<file path="src/rtl/audio_pkg.sv">
// Shared sound-effect identifiers, per-effect tone tables and sequencer state type.
package audio_pkg;

    localparam int SFX_COUNT = 4;

    localparam logic [1:0] SFX_DEATH = 2'd0;
    localparam logic [1:0] SFX_HIT   = 2'd1;
    localparam logic [1:0] SFX_SHOT  = 2'd2;
    localparam logic [1:0] SFX_STEP  = 2'd3;

    localparam int HP_W  = 11;
    localparam int LEN_W = 6;
    localparam int VOL_W = 8;

    localparam int HALF_PERIOD [SFX_COUNT] = '{600, 300, 150, 1200};
    localparam int LENGTH      [SFX_COUNT] = '{50, 20, 10, 5};
    localparam int VOLUME      [SFX_COUNT] = '{200, 160, 128, 96};

    typedef enum logic [1:0] {
        ST_IDLE = 2'd0,
        ST_LOAD = 2'd1,
        ST_PLAY = 2'd2
    } sfx_state_e;

    function automatic logic [HP_W-1:0] half_period_m1(input logic [1:0] id);
        return HP_W'(HALF_PERIOD[id] - 1);
    endfunction

    function automatic logic [LEN_W-1:0] sfx_length(input logic [1:0] id);
        return LEN_W'(LENGTH[id]);
    endfunction

    function automatic logic [VOL_W-1:0] sfx_volume(input logic [1:0] id);
        return VOL_W'(VOLUME[id]);
    endfunction

    // Bit 0 wins, so scan from the top and let lower indices overwrite.
    function automatic logic [1:0] lowest_set(input logic [SFX_COUNT-1:0] v);
        logic [1:0] idx;
        idx = 2'd0;
        for (int i = SFX_COUNT - 1; i >= 0; i--) begin
            if (v[i]) idx = 2'(i);
        end
        return idx;
    endfunction

endpackage

</file>
<file path="src/rtl/tone_oscillator.sv">
// Square-wave phase generator: a half-period down-counter toggling a phase flop.
// Exposes the phase value being registered this edge so the caller can register duty in step.
module tone_oscillator #(
    parameter int CNT_W = 11
) (
    input  logic             clk,
    input  logic             rst_n,
    input  logic             load,
    input  logic             en,
    input  logic [CNT_W-1:0] half_period_m1,
    output logic             phase_next
);

    logic [CNT_W-1:0] cnt;
    logic [CNT_W-1:0] cnt_next;
    logic             phase;

    always_comb begin
        cnt_next   = cnt;
        phase_next = phase;
        if (load) begin
            cnt_next   = half_period_m1;
            phase_next = 1'b1;
        end else if (en) begin
            if (cnt == '0) begin
                cnt_next   = half_period_m1;
                phase_next = ~phase;
            end else begin
                cnt_next = cnt - CNT_W'(1);
            end
        end
    end

    always_ff @(posedge clk) begin
        if (!rst_n) begin
            cnt   <= '0;
            phase <= 1'b0;
        end else begin
            cnt   <= cnt_next;
            phase <= phase_next;
        end
    end

endmodule

</file>
<file path="src/rtl/sfx_sequencer.sv">
// Priority-arbitrated sound-effect scheduler driving the PWM duty value with a gated
// square-wave tone of per-effect pitch, length and volume.
module sfx_sequencer
    import audio_pkg::*;
#(
    parameter int DUTY_WIDTH = 8,
    parameter int TICK_DIV   = 100000
) (
    input  logic                  clk,
    input  logic                  rst_n,
    input  logic [3:0]            req,
    input  logic                  mute,
    output logic [DUTY_WIDTH-1:0] duty,
    output logic                  busy,
    output logic [1:0]            active_id,
    output logic                  done
);

    localparam int PRE_W = $clog2(TICK_DIV);

    sfx_state_e            state;
    logic [3:0]            pending;
    logic [3:0]            clr_mask;
    logic [PRE_W-1:0]      pre_cnt;
    logic [LEN_W-1:0]      len_cnt;
    logic [1:0]            sel_id;
    logic                  any_pending;
    logic                  finish;
    logic                  preempt;
    logic                  take;
    logic                  phase_next;
    logic [DUTY_WIDTH-1:0] vol;

    assign any_pending = |pending;
    assign sel_id      = lowest_set(pending);
    assign vol         = DUTY_WIDTH'(sfx_volume(active_id));
    assign finish      = (state == ST_PLAY) && (len_cnt == LEN_W'(1)) && (pre_cnt == '0);
    // A natural finish outranks a simultaneous preemption so the done pulse is not lost.
    assign preempt     = (state == ST_PLAY) && !finish && any_pending && (sel_id < active_id);
    assign take        = any_pending && ((state == ST_IDLE) || finish || preempt);
    assign clr_mask    = take ? (4'b0001 << sel_id) : 4'b0000;

    tone_oscillator #(
        .CNT_W(HP_W)
    ) u_osc (
        .clk           (clk),
        .rst_n         (rst_n),
        .load          (state == ST_LOAD),
        .en            (state == ST_PLAY),
        .half_period_m1(half_period_m1(active_id)),
        .phase_next    (phase_next)
    );

    always_ff @(posedge clk) begin
        if (!rst_n) begin
            state     <= ST_IDLE;
            pending   <= '0;
            duty      <= '0;
            busy      <= 1'b0;
            active_id <= 2'd0;
            done      <= 1'b0;
            pre_cnt   <= '0;
            len_cnt   <= '0;
        end else begin
            // New requests win over the clear of the ID being loaded.
            pending <= (pending & ~clr_mask) | req;
            done    <= 1'b0;
            case (state)
                ST_IDLE: begin
                    duty <= '0;
                    if (any_pending) begin
                        state     <= ST_LOAD;
                        active_id <= sel_id;
                        busy      <= 1'b1;
                    end
                end
                ST_LOAD: begin
                    state   <= ST_PLAY;
                    pre_cnt <= PRE_W'(TICK_DIV - 1);
                    len_cnt <= sfx_length(active_id);
                    duty    <= mute ? '0 : vol;
                end
                ST_PLAY: begin
                    if (finish) begin
                        done    <= 1'b1;
                        duty    <= '0;
                        len_cnt <= '0;
                        if (any_pending) begin
                            state     <= ST_LOAD;
                            active_id <= sel_id;
                        end else begin
                            state     <= ST_IDLE;
                            active_id <= 2'd0;
                            busy      <= 1'b0;
                        end
                    end else if (preempt) begin
                        state     <= ST_LOAD;
                        active_id <= sel_id;
                        duty      <= '0;
                    end else begin
                        if (pre_cnt == '0) begin
                            pre_cnt <= PRE_W'(TICK_DIV - 1);
                            len_cnt <= len_cnt - LEN_W'(1);
                        end else begin
                            pre_cnt <= pre_cnt - PRE_W'(1);
                        end
                        duty <= (phase_next && !mute) ? vol : '0;
                    end
                end
                default: begin
                    state <= ST_IDLE;
                    duty  <= '0;
                    busy  <= 1'b0;
                end
            endcase
        end
    end

endmodule

</file>
<file path="config.mk">
export PLATFORM = sky130hd
export DESIGN_NAME = sfx_sequencer
export DESIGN_NICKNAME = d
export VERILOG_FILES = /design/src/rtl/audio_pkg.sv /design/src/rtl/tone_oscillator.sv /design/src/rtl/sfx_sequencer.sv
export SDC_FILE = /design/constraint.sdc
export NUM_CORES = 1
export LEC_CHECK = 0
export ABC_CLOCK_PERIOD_IN_PS = 2700
export CAP_MARGIN = 5
export CORE_ASPECT_RATIO = 0.5
export CORE_MARGIN = 3
export CORE_UTILIZATION = 31
export DETAILED_ROUTE_END_ITERATION = 8
export GPL_TIMING_DRIVEN = 0
export HOLD_SLACK_MARGIN = 0.15
export PLACE_DENSITY = 0.52
export RECOVER_POWER = 100
export SYNTH_ARGS = -nofsm -noshare
export SYNTH_HDL_FRONTEND = slang
export SYNTH_SLANG_ARGS = --single-unit
</file>
<file path="constraint.sdc">
create_clock -name clk -period 2.7 [get_ports clk]
set_clock_uncertainty 0.05 [all_clocks]
set_input_delay 0.675 -clock clk [delete_from_list [all_inputs] [get_ports clk]]
set_output_delay 0.675 -clock clk [all_outputs]
set_load 0.02 [all_outputs]
</file>
======== Word level (Yosys, flattened, before mapping) ========
Index checks and enable logic that the tools add are counted.
cells by class
  $add $sub $neg .......................... 4
  order comparisons ....................... 2
  equal/unequal tests ..................... 11
  shifts and indexed selects .............. 1
  multiplexer cells ....................... 48
  bitwise operators ....................... 6
  reduce and logical (&&, ||, !) cells .... 23
operators by type and width
  kind                   number
  $bmux 32 s2            3
  $mux 11                5
  $mux 17                3
  $mux 8                 6
  $pmux 17 s2            1
  $mux 6                 5
  $mux 2                 11
  $logic_not 17->1       1
  $sub 17x1->17 const B  1
  $pmux 8 s2             1
  $pmux 6 s2             1
  $logic_not 11->1       1
  $sub 11x1->11 const B  1
  $sub 11x2->11 const B  1
  $ne 2x2->1 const B     5
  $ne 3x3->1 const B     3
  $reduce_and 3->1       3
  $mux 1                 8
  $logic_and 1x1->1      7
  $eq 6x1->1 const B     1
  $pmux 2 s3             1
  $sub 6x1->6 const B    1
  $and 4x4->4            1
  $mux 4                 1
  18 further kinds       23
word-level totals
  flip-flop bits (word level) ............. 53
  input bits .............................. 7
  output and inout bits ................... 12
  logic and storage cells ................. 105

======== Logic depth before layout (Yosys ltp) ========
  depth in word-level cells ............... 13
  mapped depth ............................ 10
  depth with buffers taken out ............ 8

======== Cells and area by module ========
From an unflattened synthesis, not the netlist that was laid out.
second synthesis, totals
  cells, all modules ...................... 365
  area total of the unflattened synthesis .. 3022.9 um2
modules (own cells, without submodules)
  module           instances  cells each  area each (um2)  sequential area each (um2)
  sfx_sequencer    1          259         2195.9           740.7
  tone_oscillator  1          106         827.0            240.2

======== Least setup slack after synthesis ========
Ideal clock, no wire load.
  path type ............................... flip-flop to flip-flop
  from .................................... reg active_id[1]
  to ...................................... reg len_cnt[2]
  setup time .............................. 0.116 ns
  arrival time ............................ 2.282 ns
  data required time ...................... 2.534 ns
  slack ................................... 0.252 ns
  stages on the path, launching flop included .. 8
  path buffers ............................ 0
  period minus slack after synthesis ...... 2.448 ns
  cell sequence ........................... dfxtp_1 -> inv_1 -> ha_1 -> o311a_1 -> nor4_1 -> a211oi_4 -> and3_1 -> a31o_2
on the way
  longest elaborated chain between the ends .. 5
  elaborated cells between the ends (all ways) .. 9
  classes of those cells .................. 1 x order compare; 1 x eq/ne; 4 x mux; 1 x bitwise; 2 x reduce/logical
ends and longest elaborated chain
  item                                        RTL line              source
  from (decl)                                 sfx_sequencer.sv:15   output logic [1:0] active_id,
  from (signal assigned)                      sfx_sequencer.sv:73   active_id <= sel_id;
  from (signal assigned)                      sfx_sequencer.sv:90   active_id <= sel_id;
  from (signal assigned)                      sfx_sequencer.sv:98   active_id <= sel_id;
  $not 2->3 (implied by the code)             audio_pkg.sv:30       return LEN_W'(LENGTH[id]);
  $bmux 32 s2                                 audio_pkg.sv:30
  $mux 6 (implied by the code) (2 in series)  audio_pkg.sv:30
  $pmux 6 s2                                  sfx_sequencer.sv:68   case (state)
  to (signal assigned)                        sfx_sequencer.sv:80   len_cnt <= sfx_length(active_id);
  to (signal assigned)                        sfx_sequencer.sv:103  len_cnt <= len_cnt - LEN_W'(1);
  to (decl)                                   sfx_sequencer.sv:25   logic [LEN_W-1:0] len_cnt;
Several ways; a longest one is shown, not always the timed one. The select of a mux whose other input is x is not followed.
A chain may end at the register's enable or synchronous reset.

======== Final worst setup path ========
  from .................................... reg active_id[1]
  to ...................................... reg pre_cnt[15]
on the way
  longest elaborated chain between the ends .. 4
ends and longest elaborated chain
  item                               RTL line              source
  $lt 2x2->1                         sfx_sequencer.sv:39   assign preempt = (state == ST_PLAY) && !finish && any_pending && (sel_id < active_id);
  $logic_and 1x1->1                  sfx_sequencer.sv:39
  $ne 2x2->1 (no source line)        -
  $reduce_and 3->1 (no source line)  -
  to (signal assigned)               sfx_sequencer.sv:79   pre_cnt <= PRE_W'(TICK_DIV - 1);
  to (signal assigned)               sfx_sequencer.sv:102  pre_cnt <= PRE_W'(TICK_DIV - 1);
  to (signal assigned)               sfx_sequencer.sv:105  pre_cnt <= pre_cnt - PRE_W'(1);
  to (decl)                          sfx_sequencer.sv:24   logic [PRE_W-1:0] pre_cnt;
Every way passes these cells.

==> flow_summary.json <==
{
  "status": "finished clean",
  "diodes": 0,
  "fin_cells": 494,
  "area_growth_pct": 17.0,
  "finalSetupTns_ns": 0,
  "ir_drop_uv": 412,
  "slew_violations": 0,
  "detail-route-antenna-nets": 0,
  "place_congestion": 0.866,
  "fillCellCount": 867,
  "setup_violations": 0,
  "grt_pass1_vias": 2606,
  "ys_warn_count": 0,
  "cp-start-kind": "register",
  "route.met2.wl_um": 3430,
  "cp.arrival_ns": 2.65,
  "synth-edff-count": 0,
  "drt-initial-drc-count": 211,
  "io_pins": 19,
  "die_y_um": 73.6,
  "path_class": "register to register",
  "clkLatencyLatePin_ns": 0.29,
  "dpl.cell_count": 486,
  "async_reset_ff_share_pct": 0,
  "initial_core_util_pct": 33.6,
  "numPortBuffers": 14,
  "worst_slack_ns": 0.193,
  "htreeDepth": 2,
  "fin_nets": 403,
  "die_width_um": 141,
  "netlist_area_sq_um": 2830,
  "grt_pass1_wl_um": 13000,
  "tightest_slew_ns": 0.681,
  "cts_buffers": 5,
  "synth-main-ff-cell": "dfxtp_1",
  "firstDrtPassIters": 5,
  "place_hpwl_um": 5530,
  "wl_met3_um": 338,
  "antenna_found_initial": 0,
  "p_per_area_nw_per_um2": 1360,
  "routedWlPerCell_um": 15.3,
  "critPathCaptureType": "register",
  "fmax_mhz": 399,
  "hold_class": "register to register",
  "period_share_pct": 92.9,
  "synthCells": 357,
  "clockRootBuffer": "clkbuf_16",
  "grt.total_usage_pct": 15.6,
  "clkSlewWorstSetupHoldPaths_ns": 0.07,
  "cts_tree": "done",
  "ys_types": 64,
  "crit_fanout": 10,
  "rsz0062_at_grt": "no",
  "pre_cts_slack_ns": -0.0683,
  "slew_headroom_pct": 54.2,
  "clock-sinks": 49,
  "multi_input_area_sq_um": 1710,
  "vias": 2738,
  "layout.area.seq_sq_um": 982,
  "viasPerCell": 5.54,
  "leakage_nw": 1.25,
  "dieArea_sq_um": 10400,
  "required_ns": 2.85,
  "final_area_sq_um": 3320,
  "clock_path_buffers": 2,
  "grt-ovfl-total": 0,
  "dpl_cell_area_sq_um": 3130,
  "cap_violations": 0,
  "route.detailed.drc": 0,
  "hold_ws_ns": 0.428,
  "finalHoldViolations": 0,
  "wl_met1_um": 3730,
  "core_area_sq_um": 8430,
  "core.rowCount": 23,
  "syn_area_per_cell_sq_um": 7.94,
  "total_power_mw": 4.50,
  "drive_gt1_share_pct": 8.12,
  "period_minus_slack_ns": 2.51,
  "final_util_pct": 39.3,
  "ys_seq_area_share_pct": 34.6,
  "grt_max_degree": 15,
  "yosys_register_bits": 49,
  "routed_wl_um": 7580,
  "top_layer_used": "met4"
}
==> critical path, stage by stage (launching register included) <==
cell and delay (ns):
dfxtp_2 0.45, inv_1 0.18, ha_1 0.32, o311a_1 0.14, or3_1 0.34, buf_2 0.16, and2_0 0.23, buf_2 0.24
a311oi_1 0.29
==> power by group <==
part | internal [mW] | total (mW) | switching, mW | leakage, nW
clock | 0.463 | 0.743 | 0.279 | 0.0841
sequential | 0.971 | 1.26 | 0.294 | 0.403
combinational | 0.963 | 2.49 | 1.53 | 0.763
==> sequential cells by signal, indices dropped and copies added (netlist names) <==
register     count
state            2
pre_cnt         17
duty             4
u_osc.phase      1
done             1
u_osc.cnt       11
len_cnt          6
pending          4
busy             1
active_id        2
==> cells in the final DEF, fill, tap and decap left out, drive strengths merged, types with 8 or more instances in the layout <==
cell type / netlist / final
nand2: 29 / 29
a21oi: 22 / 22
o21ai: 31 / 31
ha: 15 / 15
nor4: 9 / 9
nor3: 14 / 14
inv: 17 / 17
clkbuf: 13 / 21
dlygate4sd3: 0 / 8
dfxtp: 49 / 49
nand3: 8 / 8
nor2: 47 / 47
==> worst paths after layout <==
path,slack (ns),startpoint,endpoint,cells after the start
setup reg to reg,0.19,active_id[1],pre_cnt[15],8
hold reg to reg,0.43,u_osc.cnt[10],u_osc.cnt[10],2
setup / recovery,0.19,active_id[1],pre_cnt[15],8
hold / removal,0.43,u_osc.cnt[10],u_osc.cnt[10],2
==> cell usage after synthesis (2+ instances only) <==
library cell / count / area share, %
dfxtp_1: 49 / 35
nor2_1: 47 / 6.2
o21ai_0: 31 / 5.5
nand2_1: 29 / 3.8
a21oi_1: 22 / 3.9
inv_1: 16 / 2.1
ha_1: 15 / 6.6
nor3_1: 13 / 2.3
clkbuf_1: 12 / 1.6
nand3_1: 8 / 1.4
nor4_1: 8 / 1.8
a311oi_1: 7 / 2.2
a31oi_1: 6 / 1.3
nor2b_1: 6 / 1.3
or3_1: 5 / 1.1
buf_4: 4 / 1.1
mux2i_1: 4 / 1.4
nand4_1: 4 / 0.88
o22ai_1: 4 / 0.88
a211oi_1: 3 / 0.79
o211ai_1: 3 / 0.79
o21a_1: 3 / 0.79
xnor2_1: 3 / 0.93
a21o_1: 2 / 0.53
a221oi_1: 2 / 0.62
a31o_2: 2 / 0.62
a41oi_1: 2 / 0.62
and2_1: 2 / 0.44
and3_1: 2 / 0.44
buf_6: 2 / 0.79
nand2b_1: 2 / 0.44
nand3b_1: 2 / 0.53
nor3b_1: 2 / 0.53
o221a_2: 2 / 0.79
o31ai_1: 2 / 0.53
o32ai_1: 2 / 0.62
o41ai_1: 2 / 0.62
==> logic make-up after synthesis <==
group | synth area share [%]
flip-flops | 34.6
other | 0.132
XOR/XNOR | 1.24
AND/OR/NAND/NOR | 24.7
buffers and inverters | 6.18
AO/OA/AOI/OAI | 25.1
multiplexers | 1.41
adder cells (fa/ha/maj) | 6.62
==> timing repair <==
action / CTS / global route
setup buffers: 0 / 0
hold buffers: 0 / 0
gates cloned: 0 / 0
setup endpoints to repair: 15 / 29
gates resized for setup: 1 / 7
==> per-layer routing <==
layer | vias up | GRT usage (%)
li1 | 1351 | -
met1 | 1301 | 21.0
met2 | 78 | 25.7
met3 | 8 | 3.19
met4 | 0 | 4.51
met5 | - | 0
==> area by class of cell <==
type	count	share of cell area, %
Sequential cell	49	29.6
Multi-Input combinational cell	273	51.6
Buffer	21	3.21
Clock inverter	1	0.906
Clock buffer	7	4.30
Tap cell	112	4.23
Timing Repair Buffer	14	4.23
Inverter	17	1.92
No activity file was read; power rests on OpenSTA's default activity.
